[src/rtl/pipe_stage_buf_if.sv]
// Valid/ready bundle for one pipe_stage_buf: the upstream (i_*) and downstream (o_*) sides.
// The buffer takes the slave view; the driving environment takes the master view.
interface pipe_stage_buf_if #(
    parameter int DATA_W = 64
);
    logic              i_valid;
    logic              i_ready;
    logic [DATA_W-1:0] i_data;
    logic              o_valid;
    logic              o_ready;
    logic [DATA_W-1:0] o_data;

    modport master (
        output i_valid, i_data, o_ready,
        input  i_ready, o_valid, o_data
    );

    modport slave (
        input  i_valid, i_data, o_ready,
        output i_ready, o_valid, o_data
    );
endinterface

[src/rtl/pipe_stage_buf.sv]
// Valid/ready pipeline-stage buffer: DEPTH-entry circular queue with optional
// same-cycle bypass when empty and a synchronous flush for redirects.
module pipe_stage_buf #(
    parameter int DATA_W   = 64,
    parameter int DEPTH    = 2,
    parameter bit PASSTHRU = 1'b0,
    localparam int CNT_W   = $clog2(DEPTH + 1)
) (
    input  logic             clk,
    input  logic             rst_n,
    input  logic             flush,
    pipe_stage_buf_if.slave  bus,
    output logic [CNT_W-1:0] count
);
    localparam int               PTR_W    = (DEPTH > 1) ? $clog2(DEPTH) : 1;
    localparam logic [PTR_W-1:0] LAST_PTR = PTR_W'(DEPTH - 1);
    localparam logic [CNT_W-1:0] FULL_CNT = CNT_W'(DEPTH);

    logic [DATA_W-1:0] mem [DEPTH];
    logic [PTR_W-1:0]  wr_ptr_q, wr_ptr_d;
    logic [PTR_W-1:0]  rd_ptr_q, rd_ptr_d;
    logic [CNT_W-1:0]  count_q, count_d;
    logic              empty, bypass, push, pop;

    // DEPTH need not be a power of two, so wrap on an explicit compare.
    function automatic logic [PTR_W-1:0] next_ptr(input logic [PTR_W-1:0] p);
        return (p == LAST_PTR) ? '0 : p + 1'b1;
    endfunction

    assign empty       = (count_q == '0);
    assign bus.i_ready = (count_q != FULL_CNT);
    assign bus.o_valid = (!empty || (PASSTHRU && bus.i_valid)) && !flush;
    assign bus.o_data  = empty ? bus.i_data : mem[rd_ptr_q];
    assign count       = count_q;

    assign bypass = PASSTHRU && empty && bus.i_valid && bus.o_ready && !flush;
    assign push   = bus.i_valid && bus.i_ready && !bypass && !flush;
    assign pop    = bus.o_valid && bus.o_ready && !bypass;

    always_comb begin
        // NOTE: every always_comb output gets a default first so no path leaves it unassigned (no latch).
        wr_ptr_d = wr_ptr_q;
        rd_ptr_d = rd_ptr_q;
        count_d  = count_q;
        if (flush) begin
            wr_ptr_d = '0;
            rd_ptr_d = '0;
            count_d  = '0;
        end else begin
            if (push) wr_ptr_d = next_ptr(wr_ptr_q);
            if (pop)  rd_ptr_d = next_ptr(rd_ptr_q);
            count_d = count_q + CNT_W'(push) - CNT_W'(pop);
        end
    end

    // NOTE: state flops use non-blocking assignments so every flop samples pre-edge values.
    always_ff @(posedge clk) begin
        if (!rst_n) begin
            wr_ptr_q <= '0;
            rd_ptr_q <= '0;
            count_q  <= '0;
        end else begin
            wr_ptr_q <= wr_ptr_d;
            rd_ptr_q <= rd_ptr_d;
            count_q  <= count_d;
        end
    end

    // NOTE: storage is deliberately not reset; the pointers and count define which entries are live.
    always_ff @(posedge clk) begin
        if (push) mem[wr_ptr_q] <= bus.i_data;
    end

    a_count_max: assert property (@(posedge clk) disable iff (!rst_n)
        count_q <= FULL_CNT);

    a_no_underflow: assert property (@(posedge clk) disable iff (!rst_n)
        (bus.o_valid && bus.o_ready && empty) |-> bypass);

    a_data_stable: assert property (@(posedge clk) disable iff (!rst_n)
        (bus.i_valid && !bus.i_ready && !flush) |=> ($stable(bus.i_data) || flush));
endmodule

[src/flat_wrapper.sv]
// flat-port wrapper written by rule: the top's interface ports become plain ports
module pipe_stage_buf_flat 
#(
    parameter int DATA_W   = 64,
    parameter int DEPTH    = 2,
    parameter bit PASSTHRU = 1'b0,
    localparam int CNT_W   = $clog2(DEPTH + 1)
)
  (clk, rst_n, flush, count, bus_i_valid, bus_i_data, bus_o_ready, bus_i_ready, bus_o_valid, bus_o_data);
  pipe_stage_buf_if #(.DATA_W(DATA_W)) bus_i ();
  input  logic clk;
  input  logic rst_n;
  input  logic flush;
  output logic [CNT_W-1:0] count;
  input wire logic [$bits(bus_i.i_valid)-1:0] bus_i_valid;
  input wire logic [$bits(bus_i.i_data)-1:0] bus_i_data;
  input wire logic [$bits(bus_i.o_ready)-1:0] bus_o_ready;
  output wire logic [$bits(bus_i.i_ready)-1:0] bus_i_ready;
  output wire logic [$bits(bus_i.o_valid)-1:0] bus_o_valid;
  output wire logic [$bits(bus_i.o_data)-1:0] bus_o_data;
  assign bus_i.i_valid = bus_i_valid;
  assign bus_i.i_data = bus_i_data;
  assign bus_i.o_ready = bus_o_ready;
  assign bus_i_ready = bus_i.i_ready;
  assign bus_o_valid = bus_i.o_valid;
  assign bus_o_data = bus_i.o_data;
  pipe_stage_buf #(.DATA_W(DATA_W), .DEPTH(DEPTH), .PASSTHRU(PASSTHRU)) u_core (.clk(clk), .rst_n(rst_n), .flush(flush), .bus(bus_i), .count(count));
endmodule
[config.mk]
export PLATFORM = sky130hd
export DESIGN_NAME = pipe_stage_buf_flat
export DESIGN_NICKNAME = d
export VERILOG_FILES = /design/src/rtl/pipe_stage_buf_if.sv /design/src/rtl/pipe_stage_buf.sv /design/src/flat_wrapper.sv
export SDC_FILE = /design/constraint.sdc
export NUM_CORES = 1
export LEC_CHECK = 0
export CORE_AREA = 2 2 75 149
export CTS_BUF_LIST = sky130_fd_sc_hd__clkbuf_4
export CTS_CLUSTER_DIAMETER = 200
export DETAILED_ROUTE_END_ITERATION = 7
export DIE_AREA = 0 0 77 151
export GPL_ROUTABILITY_DRIVEN = 0
export GPL_TIMING_DRIVEN = 0
export PLACE_DENSITY = 0.94
export SETUP_SLACK_MARGIN = 0.05
export SYNTH_ARGS = -nofsm -noshare
export SYNTH_HDL_FRONTEND = slang
export SYNTH_SLANG_ARGS = --single-unit
[constraint.sdc]
create_clock -name clk -period 9.2 [get_ports clk]
set_clock_uncertainty 0.2 [all_clocks]
set_input_delay 1.38 -clock clk [delete_from_list [all_inputs] [get_ports clk]]
set_output_delay 1.38 -clock clk [all_outputs]
set_load 0.05 [all_outputs]
### Yosys cells after proc, flatten, opt, wreduce, memory -nomap -nowiden

Memory sizes are Yosys's and may differ from the RTL's. A register that Yosys moved wholly into a read port is not among the register bits.
Index checks and enable logic that the tools add are counted.

* flip-flop bits (word level): 4
* bits in writable memories: 128
* input bits: 69
* output and inout port bits: 68
* logic and storage cells: 25
* memories: 1

* add/sub/neg operators: 4
* equality and inequality tests: 1
* muxes and demuxes: 7
* bitwise operators: 1
* reduce and logical (&&, ||, !) cells: 8

Memories
* u_core.mem: words 2, bits a word 64, rd ports 1, clocked after Yosys merged registers in 1, write ports 1, RTL line pipe_stage_buf.sv:19 `logic [DATA_W-1:0] mem [DEPTH];`

Operators with widths (count)
* $mux W64: 1
* $mux W1: 6
* $logic_and A1 B1 Y1: 4
* $add A1 B1 Y1 const B: 2
* $add A2 B1 Y2: 1
* $logic_not A1 Y1: 2
* $logic_not A2 Y1: 1
* $ne A2 B2 Y1 const B: 1
* $reduce_or A2 Y1: 1
* $sub A2 B1 Y2: 1
* $not A1 Y1: 1

### Depth between registers and ports, before layout

Gate-level depths: netlist of the first run.

* word-level depth: 6
* depth in mapped cells: 9

### Worst setup path before layout of the first run

OpenSTA, ideal clock, no wires.

* path type: input port to flip-flop
* from: input port bus_i_valid
* to: memory u_core.mem[0][0] (enable)
* library setup time: 0.564 ns
* arrival: 5.843 ns
* required time: 8.436 ns
* setup slack: 2.593 ns
* stages: 2
* path buffers: 0
* cells stage by stage: nand2_1 > nor3_1

* word-level cells in the longest chain between the ends: 4

Ends and longest elaborated chain
* from (decl): RTL line flat_wrapper.sv:15 `input wire logic [$bits(bus_i.i_valid)-1:0] bus_i_valid;`
* $logic_and A1 B1 Y1 (2 in a row): RTL line pipe_stage_buf.sv:37 `assign push = bus.i_valid && bus.i_ready && !bypass && !flush;`
* $mux W1: RTL line pipe_stage_buf.sv:71 `if (push) mem[wr_ptr_q] <= bus.i_data;`
* $mux W1 (implied by the code): RTL line pipe_stage_buf.sv:71
* to (decl): RTL line pipe_stage_buf.sv:19

No other way between the ends.

### Worst setup path after layout of the first run

* from: input port bus_i_data[15]
* to: output port bus_o_data[15]

* word-level cells in the longest chain between the ends: 1

Ends and longest elaborated chain
* from (decl): RTL line flat_wrapper.sv:16 `input wire logic [$bits(bus_i.i_data)-1:0] bus_i_data;`
* $mux W64: RTL line pipe_stage_buf.sv:33 `assign bus.o_data = empty ? bus.i_data : mem[rd_ptr_q];`
* to (decl): RTL line flat_wrapper.sv:20 `output wire logic [$bits(bus_i.o_data)-1:0] bus_o_data;`

No other way between the ends.

==> results of run 1 <==
logic make-up (layout without fill, tap and decap cells):
family	count (synthesis)	count (layout)	share of synthesized area [%]
flip-flops	133	133	72.5
AND/OR/NAND/NOR	81	81	5.93
AO/OA/AOI/OAI	65	65	5.98
multiplexers	65	65	12.0
buffers and inverters	25	203	2.85
adder cells (fa/ha/maj)	2	2	0.460
XOR/XNOR	2	2	0.322
other	0	1	0
cell usage in the layout (no fill, tap or decap), drive strengths merged:
| master | instances |
|---|---|
| o21ai | 1 |
| nor2b | 1 |
| a21oi | 64 |
| mux2 | 1 |
| clkinvlp | 4 |
| mux2i | 64 |
| and2 | 2 |
| diode | 1 |
| clkdlybuf4s50 | 136 |
| clkbuf | 21 |
| bufinv | 1 |
| nor2 | 71 |
| or2 | 1 |
| nand2 | 1 |
| inv | 4 |
| edfxtp | 128 |
| clkinv | 7 |
| dfxtp | 5 |
| xor2 | 2 |
| buf | 30 |
| nand2b | 2 |
| ha | 2 |
| nor3 | 3 |
state kept, by name (all words and copies together), names as in the netlist, named ones only:
name,count
u_core.rd_ptr_q,1
u_core.wr_ptr_q,1
u_core.mem,128
u_core.count,2
cell type report:
cell class              instances  area (sq um)  share of cell area [%]
well taps                     137           171                    2.33
flip-flops and latches        133          3940                    53.7
repair buffers                146          1470                    20.1
inverters                       4          15.0                   0.204
plain buffers                  21           140                    1.91
clock inverters                12          92.6                    1.26
diodes                          1          2.50                  0.0341
multi-input cells             215          1350                    18.4
clock buffers                  20           150                    2.04
cell usage after synthesis, types with 2 or more instances:
cell type and n:
buf_2 10, buf_4 8, edfxtp_1 128, inv_1 4, mux2i_1 64, buf_6 2, xor2_1 2, nor2_1 71
nand2b_1 2, ha_1 2, and2_1 2, a21oi_1 64, dfxtp_1 5, nor3_1 3
worst min-delay path: cells and delay by family, from the launching register on:
kind                      cells  cell delay (ns)
xor gates and xnor gates      1             0.08
DFF                           1             0.35
and+or+nand+nor               1             0.08
power groups by stage:
stage / combinational [mW] / sequential, mW / clock, mW
finish: 0.262 / 0.688 / 0.338
global route: 0.274 / 0.690 / 0.369
CTS: 0.263 / 0.689 / 0.344
detailed placement: 0.262 / 0.702 / 0
global placement: 0.252 / 0.705 / 0
floorplan: 0.150 / 0.705 / 0
metal layers:
| metal | global-route usage [%] | vias up | wire length [microns] |
|---|---|---|---|
| li1 | - | 1716 | - |
| met1 | 21.4 | 1761 | 4390 |
| met2 | 41.2 | 115 | 6990 |
| met3 | 4.95 | 31 | 463 |
| met4 | 11.3 | 0 | 464 |
| met5 | 0 | - | 0 |
how the worst max path moves through the flow:
| stage | startpoint | endpoint | slack, ns | cells after the start |
|---|---|---|---|---|
| 2_1_floorplan | bus_i_valid | u_core.mem[0][0] | 2.59 | 2 |
| 3_3_place_gp | flush | u_core.mem[1][28] | 0.31 | 2 |
| 3_5_place_dp | bus_i_data[23] | bus_o_data[23] | 4.61 | 4 |
| 4_1_cts | bus_i_data[23] | bus_o_data[23] | 4.61 | 4 |
| 5_1_grt | bus_i_data[23] | bus_o_data[23] | 4.51 | 4 |
| 6_report | bus_i_data[15] | bus_o_data[15] | 4.59 | 4 |
==> run metrics, run 1 <==
max cap viols=0; final instance area=0.00734 sq mm; Antenna Violating Nets Remaining=0; fin cells=689; initial antenna violation count=1; clk slew on worst S/H paths=0.10 ns; Yosys top cell area share=a little over two thirds; VDD IR-drop max=about 0.15 mV; H-tree lvl count=4; syn avg cell area=14.6 sq um; DR vias=3623; Post-DP Area=0.00710 sq mm; detailed placer's ending HPWL=9020 microns; Hold Vio Cnt, Final=0; wire per inst=17.9 microns; CTS tree=built; critical path's top delay family=buffers and inverters; worst hold stages=2; CP Class=input port to output pin; number of setup violations in the final report=0; ys async rst share=0%; CP Data Required Time=7.62 ns; clk sinks=133; worst hold endpoint=u_core.rd_ptr_q; drt first pass iters=4; GRT Util Overall=21.6%; Post-Syn Area=between 0.005 and 0.006 sq mm; Post-CTS Setup Inserts=0; max-slew violations=0; Slowest-stage cell, CP=clkdlybuf4s50_1; area delta synth->final=34.9%; Yosys reg bits=133; Post-synth EDFFs=128; hold buffers post-CTS=0; CP most frequent cell=clkdlybuf4s50_1; Num CTS Buffers=17; min-delay src=u_core.rd_ptr_q; status=completed; via count of the first global-routing pass=3868; clk root buf=clkbuf_4; vias per inst=5.26; CP cell instances=clkdlybuf4s50_1 -> nor2_1 -> a21oi_1 -> clkdlybuf4s50_1; WP data arrival=3.03 ns; boundary pin count=137; Final Power=1.29 mW; worst-skew pair later-pin latency=0.51 ns; Placed Instances=656; clock share of power=26.2%; setup ws final=4.59 ns; Core Footprint=0.0105 sq mm; DRT Wirelength=12300 microns; remaining global-route overflow=0; Core Util, Final=70.1%; sw frac=28.8%; Slew headroom=between 40% and 50%; pwr dens=about 180 mW/mm^2; Buffers & Inverters on Critical Path=2; nets=~610; Comb power frac=around 20%; Flop pwr share=53.4%; Synth area leaders=edfxtp_1, mux2i_1, a21oi_1; Iteration-0 DRC Markers=approximately 170; crit path time final=4.61 ns; Seq/Total Area, Yosys=72.5%; Fmax=217 MHz; IO buf count=between 100 and 150; layout cells sized above 1=~12%; CP Capture Type=output pin; biggest area consumer among synthesized cells=edfxtp_1; worst min-delay path category=register to register; worst slack, placed=4.61 ns; Pleak=2.46 nW; # DRC=0; R2R depth=5; die area=between 0.01 and 0.015 sq mm; worst slew pin tran=0.783 ns; hold slack=0.339 ns; Syn. warnings=0; crit-path max cell delay=0.86 ns; chip height=151 microns; Setup TNS=0 ns; number of gates resized after CTS=0; final-layout fill cell count=732; Pint=0.917 mW; Worst R2R End=u_core.mem[0][19]; syn nets=between 400 and 500; row cnt=53; Startpoint Class=input port; cell count after synthesis=373; first-pass GRT wire length=19000 microns; flop2flop setup slack=6.95 ns; Crit Path Max Fanout=3; Post-synth top flop=edfxtp_1; CTS Buffer Depth=2; RSZ-0062 raised after global routing=false; Cell variety after synth=20; Psw=0.372 mW; Starting Density=51.9%; period utilisation layout=50.2%; FF-to-FF Start=u_core.count[0]; largest net degree at the start of global routing=17; Die X-Extent=77 microns
No activity file was read; power rests on OpenSTA's default activity.
==> run 2, diff against run 1 <==
--- a/config.mk
+++ b/config.mk
@@ -5,14 +5,14 @@
 export SDC_FILE = /design/constraint.sdc
 export NUM_CORES = 1
 export LEC_CHECK = 0
-export CORE_AREA = 2 2 75 149
+export CORE_AREA = 2 2 77 152
 export CTS_BUF_LIST = sky130_fd_sc_hd__clkbuf_4
 export CTS_CLUSTER_DIAMETER = 200
 export DETAILED_ROUTE_END_ITERATION = 7
-export DIE_AREA = 0 0 77 151
+export DIE_AREA = 0 0 79 154
 export GPL_ROUTABILITY_DRIVEN = 0
 export GPL_TIMING_DRIVEN = 0
-export PLACE_DENSITY = 0.94
+export PLACE_DENSITY = 0.9
 export SETUP_SLACK_MARGIN = 0.05
 export SYNTH_ARGS = -nofsm -noshare
 export SYNTH_HDL_FRONTEND = slang
==> constraint.sdc (replaced) <==
create_clock -name clk -period 4.4 [get_ports clk]
set_clock_uncertainty 0.2 [all_clocks]
set_input_delay 0.66 -clock clk [delete_from_list [all_inputs] [get_ports clk]]
set_output_delay 0.66 -clock clk [all_outputs]
set_load 0.05 [all_outputs]
==> run metrics, run 2 (synthesis gave the netlist of run 1 again) <==
status=completed; Slowest-stage cell, CP=clkdlybuf4s50_1; CP Data Required Time=3.54 ns (-4.08 ns); Die X-Extent=79 microns (+2.6%); period utilisation layout=79.7%; Buffers & Inverters on Critical Path=3 (+1); CP Class=register to output pin; row cnt=54 (+1.9%); Num CTS Buffers=17 (unchanged); clk slew on worst S/H paths=0.10 ns (about the same); Fmax=between 200 and 300 MHz; max cap viols=0 (unchanged); RSZ-0062 raised after global routing=false; layout cells sized above 1=11.0% (-0.65 points); Starting Density=49.7% (-2.2 points); worst min-delay path category=register to register; CP Capture Type=output pin; critical path's top delay family=buffers and inverters; final instance area=0.00737 sq mm (+0.36%); DR vias=3604 (-0.52%); GRT Util Overall=20.6% (-0.97 points); Post-CTS Setup Inserts=0 (unchanged); Final Power=2.64 mW (+110%); pwr dens=359 mW/mm^2 (+100%); IO buf count=136 (unchanged); final-layout fill cell count=791 (+8.1%); initial antenna violation count=1 (unchanged); clk sinks=133 (unchanged); Iteration-0 DRC Markers=111 (-34%); FF+latch area=0.00394 sq mm (unchanged); area delta synth->final=35.4%; VDD IR-drop max=0.273 mV (+77%); WP data arrival=2.65 ns (-0.38 ns); number of setup violations in the final report=0 (unchanged); clk root buf=clkbuf_4; commonest non-fill, non-tap cell in the layout=clkdlybuf4s50_1; remaining global-route overflow=0 (unchanged); die area=0.0122 sq mm (+4.6%); # DRC=0 (unchanged); max reg flops=128 (unchanged); first-pass GRT wire length=18900 microns (-0.44%); CP cell instances=or2_1 -> buf_4 -> buf_2 -> nor2_1 -> a21oi_1 -> clkdlybuf4s50_1; detailed placer's ending HPWL=8860 microns (-1.8%); CTS Buffer Depth=2 (unchanged); crit path time final=roughly 3.5 ns; Core Footprint=0.0109 sq mm (+4.5%); worst slew pin tran=0.870 ns (+0.0870 ns); Post-DP Area=0.00714 sq mm (+0.62%); DRT Wirelength=12100 microns (-1.9%); crit-path max cell delay=0.85 ns (about the same); max-slew violations=0 (unchanged); register bank with the most flops=u_core.mem; wire per inst=17.6 microns (-1.8%); drt first pass iters=4 (unchanged); via count of the first global-routing pass=3836 (-0.83%); commonest non-fill, non-tap cells in the layout=clkdlybuf4s50_1, edfxtp_1, nor2_1; vias per inst=5.24 (-0.38%); number of gates resized after CTS=0 (unchanged); Crit Path Max Fanout=10 (+7); Hold Vio Cnt, Final=0 (unchanged); hold buffers post-CTS=0 (unchanged); chip height=154 microns (+2.0%); area of the multi-input gates=0.00137 sq mm (+0.92%); worst-skew pair later-pin latency=0.50 ns (about the same); nets=605 (-0.66%); hold slack=0.332 ns (-0.00717 ns); worst slack, placed=1.23 ns (-3.38 ns); boundary pin count=137 (unchanged); fin cells=688 (-0.15%); Antenna Violating Nets Remaining=0 (unchanged); setup ws final=0.891 ns (-3.69 ns); Pleak=2.47 nW (+0.16%); Placed Instances=655 (-0.15%); Startpoint Class=register; CTS tree=built; largest net degree at the start of global routing=22 (+5); H-tree lvl count=4 (unchanged); Slew headroom=41.8% (-5.7 points)
## run 2: cell types whose count changed in the layout (fill, tap and decap cells not counted), sizes merged
cell and change:
clkinv +1, clkinvlp -2, clkbuf +2, buf -4, bufinv -1
## run 2: power by group
group	switching (mW)	internal (mW)
logic	0.350	0.203
registers	0.0104	1.43
clock network	0.403	0.248
total	0.763	1.88
## run 2: metal layers
layer	vias to the layer above	part of all wire (%)	track usage [%]
met5	-	0	0
met4	0	4.1	11.8
met3	33	4.3	5.16
met2	146	56	36.6
met1	1719	36	21.6
li1	1706	-	-
## run 2: final timing paths
kind,endpoint,start,cells after the start,slack (ns)
min reg2reg,u_core.rd_ptr_q,u_core.rd_ptr_q,2,0.33
max,bus_o_data[14],u_core.count[1],6,0.89
max reg2reg,u_core.mem[1][28],u_core.count[0],5,2.06
min,u_core.rd_ptr_q,u_core.rd_ptr_q,2,0.33
## run 2: stage by stage
stage          setup TNS, ns  utilization (%)
2_1_floorplan         -20.65                -
3_3_place_gp         -139.38             63.8
3_5_place_dp               0             65.2
4_1_cts                    0             67.3
5_1_grt                    0             67.3
6_report                   0             67.3
## run 2: layout make-up
cell class | count | area share, %
flip-flops and latches | 133 | 53.5
repair buffers | 142 | 20.4
multi-input cells | 215 | 18.5
well taps | 140 | 2.38
clock buffers | 22 | 2.24
plain buffers | 21 | 1.90
clock inverters | 10 | 0.815
inverters | 4 | 0.204
diodes | 1 | 0.0340
## run 2: worst reg2reg max path, cell delays in order (launching register included)
cell and delay [ns]:
dfxtp_1 0.40, nand2b_1 0.15, nand2_1 0.18, nor3_4 0.72, buf_16 0.23, buf_16 0.17
